File: src/rtl/cpu_ctrl.sv
// Sequencing control for the 4-bit CPU: fetch/decode/execute over a synchronous ROM,
// 4x4 register file, external combinational ALU, and a valid/ready port fed by r3 writes.
module cpu_ctrl #(
    parameter int PC_W = 4
) (
    input  logic            clk,
    input  logic            rst,
    output logic [PC_W-1:0] imem_addr,
    input  logic [7:0]      imem_data,
    output logic [3:0]      alu_a,
    output logic [3:0]      alu_b,
    output logic            alu_sel,
    input  logic [3:0]      alu_res,
    input  logic            alu_eq,
    output logic [3:0]      out_data,
    output logic            out_valid,
    input  logic            out_ready,
    output logic            halted
);

    typedef enum logic [1:0] {
        S_FETCH  = 2'd0,
        S_DECODE = 2'd1,
        S_EXEC   = 2'd2,
        S_HALT   = 2'd3
    } state_t;

    localparam logic [1:0] OP_ADD  = 2'b00;
    localparam logic [1:0] OP_NAND = 2'b01;
    localparam logic [1:0] OP_LDI  = 2'b10;
    localparam logic [1:0] OP_BEQ  = 2'b11;
    localparam logic [PC_W-1:0] PC_ONE = {{(PC_W-1){1'b0}}, 1'b1};

    state_t          state_q, state_d;
    logic [PC_W-1:0] pc_q, pc_d;
    logic [7:0]      ir_q, ir_d;
    logic [3:0][3:0] regs_q, regs_d;
    logic [3:0]      out_data_q, out_data_d;
    logic            out_valid_q, out_valid_d;

    logic [1:0]             op;
    logic [1:0]             rd;
    logic [1:0]             rs;
    logic [1:0]             rt;
    logic signed [PC_W-1:0] off_sext;
    logic [PC_W-1:0]        pc_inc;
    logic [PC_W-1:0]        pc_br;
    logic [3:0]             wr_val;

    assign op       = ir_q[7:6];
    assign rd       = ir_q[5:4];
    assign rs       = ir_q[3:2];
    assign rt       = ir_q[1:0];
    assign off_sext = {{(PC_W-2){ir_q[1]}}, ir_q[1:0]};
    assign pc_inc   = pc_q + PC_ONE;
    assign pc_br    = pc_inc + $unsigned(off_sext);

    always_comb begin
        state_d     = state_q;
        pc_d        = pc_q;
        ir_d        = ir_q;
        regs_d      = regs_q;
        out_data_d  = out_data_q;
        out_valid_d = out_valid_q;
        alu_a       = 4'd0;
        alu_b       = 4'd0;
        alu_sel     = 1'b0;
        wr_val      = 4'd0;

        // A completed transfer clears valid unless a new r3 write below reloads it.
        if (out_valid_q && out_ready) begin
            out_valid_d = 1'b0;
        end

        case (state_q)
            S_FETCH: begin
                state_d = S_DECODE;
            end
            S_DECODE: begin
                ir_d    = imem_data;
                state_d = S_EXEC;
            end
            S_EXEC: begin
                if (op != OP_LDI) begin
                    alu_sel = (op == OP_NAND);
                    alu_a   = (op == OP_BEQ) ? regs_q[rd] : regs_q[rs];
                    alu_b   = (op == OP_BEQ) ? regs_q[rs] : regs_q[rt];
                end
                wr_val = (op == OP_LDI) ? ir_q[3:0] : alu_res;

                if (op == OP_BEQ) begin
                    state_d = S_FETCH;
                    pc_d    = pc_inc;
                    if (alu_eq) begin
                        pc_d = pc_br;
                        if (ir_q[1:0] == 2'b11) begin
                            state_d = S_HALT;
                        end
                    end
                end else if (rd == 2'd3 && out_valid_q && !out_ready) begin
                    // Output slot still occupied: hold everything and retry next cycle.
                    state_d = S_EXEC;
                end else begin
                    regs_d[rd] = wr_val;
                    if (rd == 2'd3) begin
                        out_data_d  = wr_val;
                        out_valid_d = 1'b1;
                    end
                    pc_d    = pc_inc;
                    state_d = S_FETCH;
                end
            end
            S_HALT: begin
                state_d = S_HALT;
            end
            default: begin
                state_d = S_FETCH;
            end
        endcase
    end

    always_ff @(posedge clk) begin
        if (rst) begin
            state_q     <= S_FETCH;
            pc_q        <= '0;
            ir_q        <= 8'd0;
            regs_q      <= '0;
            out_data_q  <= 4'd0;
            out_valid_q <= 1'b0;
        end else begin
            state_q     <= state_d;
            pc_q        <= pc_d;
            ir_q        <= ir_d;
            regs_q      <= regs_d;
            out_data_q  <= out_data_d;
            out_valid_q <= out_valid_d;
        end
    end

    assign imem_addr = pc_q;
    assign out_data  = out_data_q;
    assign out_valid = out_valid_q;
    assign halted    = (state_q == S_HALT);

endmodule

File: config.mk
export PLATFORM = sky130hd
export DESIGN_NAME = cpu_ctrl
export DESIGN_NICKNAME = d
export VERILOG_FILES = /design/src/rtl/cpu_ctrl.sv
export SDC_FILE = /design/constraint.sdc
export NUM_CORES = 1
export LEC_CHECK = 0
export CAP_MARGIN = 10
export CORE_ASPECT_RATIO = 1.5
export CORE_UTILIZATION = 30
export CTS_BUF_LIST = sky130_fd_sc_hd__clkbuf_2
export DETAILED_ROUTE_END_ITERATION = 10
export DONT_BUFFER_PORTS = 1
export PLACE_DENSITY = 0.51
export SLEW_MARGIN = 15
export SYNTH_ARGS = -nofsm -noshare
export SYNTH_HDL_FRONTEND = slang
export SYNTH_SLANG_ARGS = --single-unit
File: constraint.sdc
create_clock -name clk -period 2.6 [get_ports clk]
set_input_delay 0.65 -clock clk [delete_from_list [all_inputs] [get_ports clk]]
set_output_delay 0.65 -clock clk [all_outputs]
set_load 0.03 [all_outputs]
# --- Yosys cells after proc, flatten, opt, wreduce, memory -nomap -nowiden ---
# Cells that the tools add are included.
word_totals:
  register_bits: 35
  output_inout_bits: 19
op_classes:
  order_cmp: 4
  n_eq_ne: 10
  reduce_logical: 9
  n_addsub: 2
  bitwise: 2
  mux: 31
op_table:
  columns: ["cell", "count"]
  rows:
  - ["two-way mux 4 bit", 14]
  - ["binary-select mux 4 bit (select 2 bit)", 3]
  - ["bitwise mux 16 bit", 1]
  - ["equality test 2 bit (second input constant)", 6]
  - ["< comparator 2 x 3 -> 1 bit (second input constant)", 3]
  - ["demux 4 bit (select 2 bit)", 1]
  - ["two-way mux 2 bit", 4]
  - ["case mux 2 bit (4 select lines)", 1]
  - ["two-way mux 1 bit", 7]
  - ["adder 4 x 1 -> 4 bit (second input constant)", 1]
  - ["adder 4 bit", 1]
  - ["equality test 2 x 1 -> 1 bit (second input constant)", 2]
  - ["logical AND 1 bit", 4]
  - ["inequality test 2 bit (second input constant)", 2]
  - ["AND reduction 4 bit", 1]
  - ["AND reduction 3 bit", 1]
  - ["greater-or-equal comparator 2 x 1 -> 1 bit (second input constant)", 1]
  - ["logical NOT 2 bit", 1]
  - ["inverter 1 bit", 2]
  - ["AND reduction 2 bit", 1]
  - ["logical NOT 1 bit", 1]

# --- Depth between registers and ports, before layout ---
# Gate-level depths: netlist of run 1.
depth:
  depth_word: 6
  mapped_depth: 8
  depth_no_buf: 8

# --- Worst setup path before layout of run 1 ---
# No wires, ideal clock.
synth_timing:
  path_kind: "register to register"
  startpoint: "register pc_q[1] (netlist: imem_addr[1])"
  endpoint: "register pc_q[3] (netlist: imem_addr[3])"
  synth_period_minus_slack_ps: 2238
  stages_incl_launch_ff: 9
  path_slack_ps: 362
  t_arrival_ps: 2114
  setup_ps: 123
  path_cell_list: "dfxtp_1 -> ha_1 -> xor2_1 -> ha_1 -> a21oi_1 -> a211oi_1 -> nor2_1 -> mux2i_1 -> mux2_1"
synth_between:
  elab_chain_len: 4
  word_cells_on_any_way: 5
  classes_between: "2 x add/sub; 3 x mux"
synth_lines:
  columns: ["element", "line", "source"]
  rows:
  - ["start: declaration", "35", "logic [PC_W-1:0] pc_q, pc_d;"]
  - ["start signal: assignment", "132", "pc_q <= pc_d;"]
  - ["adder 4 x 1 -> 4 bit *", "55", "assign pc_inc = pc_q + PC_ONE;"]
  - ["adder 4 bit", "56", "assign pc_br = pc_inc + $unsigned(off_sext);"]
  - ["two-way mux 4 bit", "94", "if (alu_eq) begin"]
  - ["two-way mux 4 bit *", "91", "if (op == OP_BEQ) begin"]
# Every way passes the cells marked *; elsewhere a longest branch is shown, timed or not. The select of a mux whose other input is x is not followed.
# A chain may end at the register's enable or synchronous reset.

# --- Worst setup path in the final report of run 1 ---
layout_timing:
  startpoint: "register ir_q[0]"
  endpoint: "output alu_b[3]"
layout_between:
  elab_chain_len: 5
layout_lines:
  columns: ["element", "line", "source"]
  rows:
  - ["start: declaration", "36", "logic [7:0] ir_q, ir_d;"]
  - ["start signal: assignment", "133", "ir_q <= ir_d;"]
  - ["binary-select mux 4 bit (select 2 bit)", "87", "alu_b = (op == OP_BEQ) ? regs_q[rs] : regs_q[rt];"]
  - ["two-way mux 4 bit (not written as such)", "87", null]
  - ["two-way mux 4 bit", "87", null]
  - ["two-way mux 4 bit", "84", "if (op != OP_LDI) begin"]
  - ["two-way mux 4 bit", "75", "case (state_q)"]
  - ["end: declaration", "11", "output logic [3:0] alu_b,"]
# Every way passes these cells. The select of a mux whose other input is x is not followed.

==> results.rst, run 1 <==
.. list-table::
   :header-rows: 1

   * - Metric
     - Value
   * - Hold-fix buffers at CTS
     - 0
   * - Total track usage
     - around 16%
   * - Num ports
     - 35
   * - Worst Hold Slack
     - around 0.32 ns
   * - Final hold viol count
     - 0
   * - Number of antenna diodes
     - 0
   * - DR vias/cell
     - ~5.5
   * - Count of final setup violators
     - 0
   * - Post-route design area
     - roughly 0.0021 mm²
   * - Flop2flop setup slack
     - roughly 0.47 ns
   * - FF-to-FF Start
     - imem_addr[0]$_SDFFE_PP0P_
   * - Worst setup timing slack at the placement stage
     - 0.313 ns
   * - Kind of launch point of the worst setup path
     - flip-flop
   * - Class of the most critical hold timing path
     - in -> reg
   * - Detailed-route DRC error count
     - 0
   * - Setup skew after layout
     - ~0.0046 ns
   * - Number of fillers in the final layout
     - between 600 and 700
   * - Crit share post-route
     - ~94%
   * - Violation count after the first detailed-route iteration
     - between 70 and 80
   * - Top_reg_cell synth
     - sky130_fd_sc_hd__dfxtp_1
   * - Number of CTS-inserted buffers
     - 5
   * - Slowest cell on the critical path
     - sky130_fd_sc_hd__mux4_2
   * - Buffering stage count on the worst path with inverters included
     - 1
   * - DR pass1 iterations
     - 4
   * - Data required time at the worst endpoint
     - 1.95 ns
   * - Syn Inst Count
     - ~210
   * - Average detailed-routed wire length per instance
     - between 15 and 20 µm
   * - Largest driver fanout on the critical path
     - 5
   * - Setup repair after global routing missed its margin
     - false
   * - Final cell count without fillers
     - about 290
   * - Source-to-sink clock delay at the later pin of the worst-skew pair
     - 0.38 ns
   * - Count of antenna-violating nets left after detailed routing
     - 0
   * - Clock-pin slew on the worst setup and hold paths
     - between 0.15 and 0.2 ns
   * - Count of flip-flops with a built-in enable after synthesis
     - 0
   * - Worst path top cell family by delay
     - multiplexers
   * - H-Tree Level Count
     - 2
   * - Least-Margin Pin Slew
     - 0.587 ns
   * - CTS root buf
     - sky130_fd_sc_hd__clkbuf_2
   * - Number of max-cap violations
     - 0
   * - Placed standard-cell area
     - 0.00206 mm²
   * - Initial Util
     - a little under a third
   * - Number of cells on the worst reg-to-reg path
     - 8
   * - Pwr per Cell Area
     - about 510 mW/mm²
   * - Area of the die
     - 0.00681 mm²
   * - Crit Path Class
     - reg -> out
   * - Max-Slew Margin vs Limit
     - about three fifths
   * - Site row count
     - 35
   * - Count of cell types in the netlist
     - 40
   * - Pins over their slew limit
     - 0
   * - Post-synthesis net count
     - between 200 and 250
   * - Share of flip-flops with an asynchronous set or reset
     - 0%
   * - Die width
     - 67.7 µm
   * - Critical Path, Cell by Cell
     - mux4_2, a22oi_1, nor2_1, buf_4
   * - Final WL
     - 4940 µm
   * - Achievable clock frequency
     - 407 MHz
   * - Maximum buffer depth of the clock tree
     - 2
   * - Hold Path End
     - imem_addr[2]$_SDFFE_PP0P_
   * - Fraction of final layout cells sized beyond drive strength 1
     - a little over a fifth
   * - Count of yosys warnings during synthesis
     - 0
   * - Flip-flop and latch count after synthesis
     - 35
   * - Finished Core Util
     - 34.7%
   * - Mean area per synthesized cell
     - ~9.3 µm²
   * - Final estimated routing congestion in global placement
     - 0.768
   * - Endpoint type of the worst setup path
     - output pin
   * - Standard cell core area
     - 0.00617 mm²
   * - Die H
     - slightly above 100 µm
   * - Share of synthesized area occupied by flip-flops and latches
     - ~36%
   * - Layout area overhead
     - 10.4%
   * - Clock tree from TritonCTS
     - built
   * - Worst hold path startpoint
     - rst
   * - Via Count
     - 1,573
   * - Clock sinks
     - 35
   * - Maximum number of pins on one net before global-route repair
     - 33
   * - DP Wirelength
     - between 3000 and 4000 µm
   * - Port Buffer Count
     - 0
   * - First-pass GRT wire length
     - roughly 7900 µm
   * - Arrival time of data at the critical path endpoint
     - 1.81 ns
   * - Number of instances on the worst hold path
     - 1
   * - Min Tclk post-route
     - 2.46 ns
   * - Run status
     - complete, no violations
   * - Total Power Consumption
     - between 1 and 1.5 mW
   * - Vias in the first global route
     - about 1,600
   * - Remaining global-route overflow
     - 0
   * - Post-CTS setup buffer count
     - 0
   * - Dpl cells
     - ~280
   * - Leakage power summed over all cells
     - 0.771 nW
   * - Post-layout worst setup margin
     - about 0.14 ns
   * - Antenna violations before repair
     - 0
   * - Capture point of the worst reg-to-reg path
     - imem_addr[3]$_SDFFE_PP0P_
   * - Mapped cell area
     - roughly 0.002 mm²
   * - Setup tns final
     - 0 ns
   * - Max stage delay on crit path
     - 0.51 ns
   * - Maximum resistive drop on vdd
     - about 0.00021 V
   * - Nets
     - 235
==> worst max path at each step <==
| stage | from | endpoint | slack (ns) | cells after the start |
|---|---|---|---|---|
| after CTS | ir_q[5]$_SDFFE_PP0P_ | alu_a[2] | 0.02 | 3 |
| after global placement | ir_q[1]$_SDFFE_PP0P_ | alu_b[2] | 0.32 | 4 |
| final | ir_q[0]$_SDFFE_PP0P_ | alu_b[3] | 0.14 | 4 |
| after global routing | ir_q[2]$_SDFFE_PP0P_ | alu_b[0] | 0.03 | 4 |
| after floorplan | imem_addr[1]$_SDFFE_PP0P_ | imem_addr[3]$_SDFFE_PP0P_ | 0.36 | 8 |
| after detailed placement | ir_q[1]$_SDFFE_PP0P_ | alu_b[2] | 0.31 | 4 |
==> routing by layer <==
metal	routed length, µm	global-route usage [%]	vias to the layer above
li1	-	-	764
met1	1970	18.1	766
met2	2650	27.7	37
met3	259	4.19	6
met4	68	6.71	0
met5	0	0	-
==> Yosys cell counts, types with 2 or more instances <==
cell | instances | area share (%)
sky130_fd_sc_hd__a211oi_1 | 6 | 2.3
sky130_fd_sc_hd__a21oi_1 | 23 | 5.9
sky130_fd_sc_hd__a22oi_1 | 9 | 3.5
sky130_fd_sc_hd__and2_1 | 2 | 0.64
sky130_fd_sc_hd__and3_1 | 2 | 0.64
sky130_fd_sc_hd__buf_2 | 2 | 0.52
sky130_fd_sc_hd__buf_4 | 2 | 0.77
sky130_fd_sc_hd__clkbuf_1 | 7 | 1.4
sky130_fd_sc_hd__dfxtp_1 | 35 | 36
sky130_fd_sc_hd__ha_1 | 4 | 2.6
sky130_fd_sc_hd__mux2i_1 | 5 | 2.6
sky130_fd_sc_hd__mux4_2 | 12 | 14
sky130_fd_sc_hd__nand2_1 | 21 | 4.1
sky130_fd_sc_hd__nand2b_1 | 2 | 0.64
sky130_fd_sc_hd__nand3_1 | 4 | 1.0
sky130_fd_sc_hd__nand4_1 | 2 | 0.64
sky130_fd_sc_hd__nand4b_1 | 2 | 0.90
sky130_fd_sc_hd__nor2_1 | 35 | 6.8
sky130_fd_sc_hd__nor2b_1 | 3 | 0.97
sky130_fd_sc_hd__o21a_1 | 8 | 3.1
sky130_fd_sc_hd__o21ai_0 | 3 | 0.77
==> state kept, by name, indices dropped and copies added (netlist names) <==
register	cells
imem_addr	4
state_q	2
out_valid	1
ir_q	8
out_data	4
regs_q	16
==> worst reg2reg max path: stages, from the launching register on <==
cell and delay, ns:
sky130_fd_sc_hd__dfxtp_1 0.35, sky130_fd_sc_hd__ha_1 0.23, sky130_fd_sc_hd__xor2_1 0.16, sky130_fd_sc_hd__ha_1 0.32, sky130_fd_sc_hd__a21oi_1 0.19, sky130_fd_sc_hd__a211oi_1 0.09
sky130_fd_sc_hd__nor2_1 0.15, sky130_fd_sc_hd__mux2i_1 0.22, sky130_fd_sc_hd__mux2_1 0.33
==> power by group <==
group	switching, mW	internal (mW)
clock network	0.180	0.162
registers	0.0309	0.557
logic	0.0912	0.0721
total	0.302	0.791
==> placed cells by master, fill, tap and decap left out, types with 2 or more instances in the layout <==
cell type / n
sky130_fd_sc_hd__nor2_1: 30
sky130_fd_sc_hd__dfxtp_1: 29
sky130_fd_sc_hd__a21oi_1: 23
sky130_fd_sc_hd__nand2_1: 21
sky130_fd_sc_hd__mux4_2: 12
sky130_fd_sc_hd__buf_4: 12
sky130_fd_sc_hd__a22oi_1: 9
sky130_fd_sc_hd__o21a_1: 8
sky130_fd_sc_hd__a211oi_1: 6
sky130_fd_sc_hd__clkbuf_2: 6
sky130_fd_sc_hd__nor2_2: 5
sky130_fd_sc_hd__mux2i_1: 5
sky130_fd_sc_hd__nand3_1: 4
sky130_fd_sc_hd__ha_1: 4
sky130_fd_sc_hd__nor2b_1: 3
sky130_fd_sc_hd__o21ai_0: 3
sky130_fd_sc_hd__dfxtp_2: 3
sky130_fd_sc_hd__dfxtp_4: 3
sky130_fd_sc_hd__and2_1: 2
sky130_fd_sc_hd__and3_1: 2
sky130_fd_sc_hd__nand2b_1: 2
sky130_fd_sc_hd__nand4b_1: 2
sky130_fd_sc_hd__nand4_1: 2
==> timing repair <==
item                                    4_1_cts  5_1_grt
endpoints found under the setup margin        5        8
gates resized for setup                       3       11
cloned                                        0        0
==> kinds of logic (layout without fill, tap and decap cells) <==
group           Yosys count  after routing  share of synthesized area, %
buf+inv                  15             21                          3.87
mux                      18             18                          17.1
simple gates             81             81                          20.6
xor+xnor                  2              2                         0.902
flops                    35             35                          36.1
fa+ha+maj                 5              5                          3.61
compound gates           52             52                          17.9
==> area by class of cell <==
cell class / instances / area (µm²) / share of cell area, %
clock buffers: 6 / 30.0 / 1.40
clock inverters: 1 / 30.0 / 1.40
inverters: 2 / 7.51 / 0.350
multi-input cells: 158 / 1180 / 55.0
flip-flops and latches: 35 / 716 / 33.4
well taps: 74 / 92.6 / 4.32
repair buffers: 12 / 90.1 / 4.20
No activity file was read; power rests on OpenSTA's default activity.
==> run 2, diff against run 1 <==
TNS_END_PERCENT = 10   (was not set)
==> results of run 2 <==
No change in the layout: final DEF, timing and power equal those of run 1.
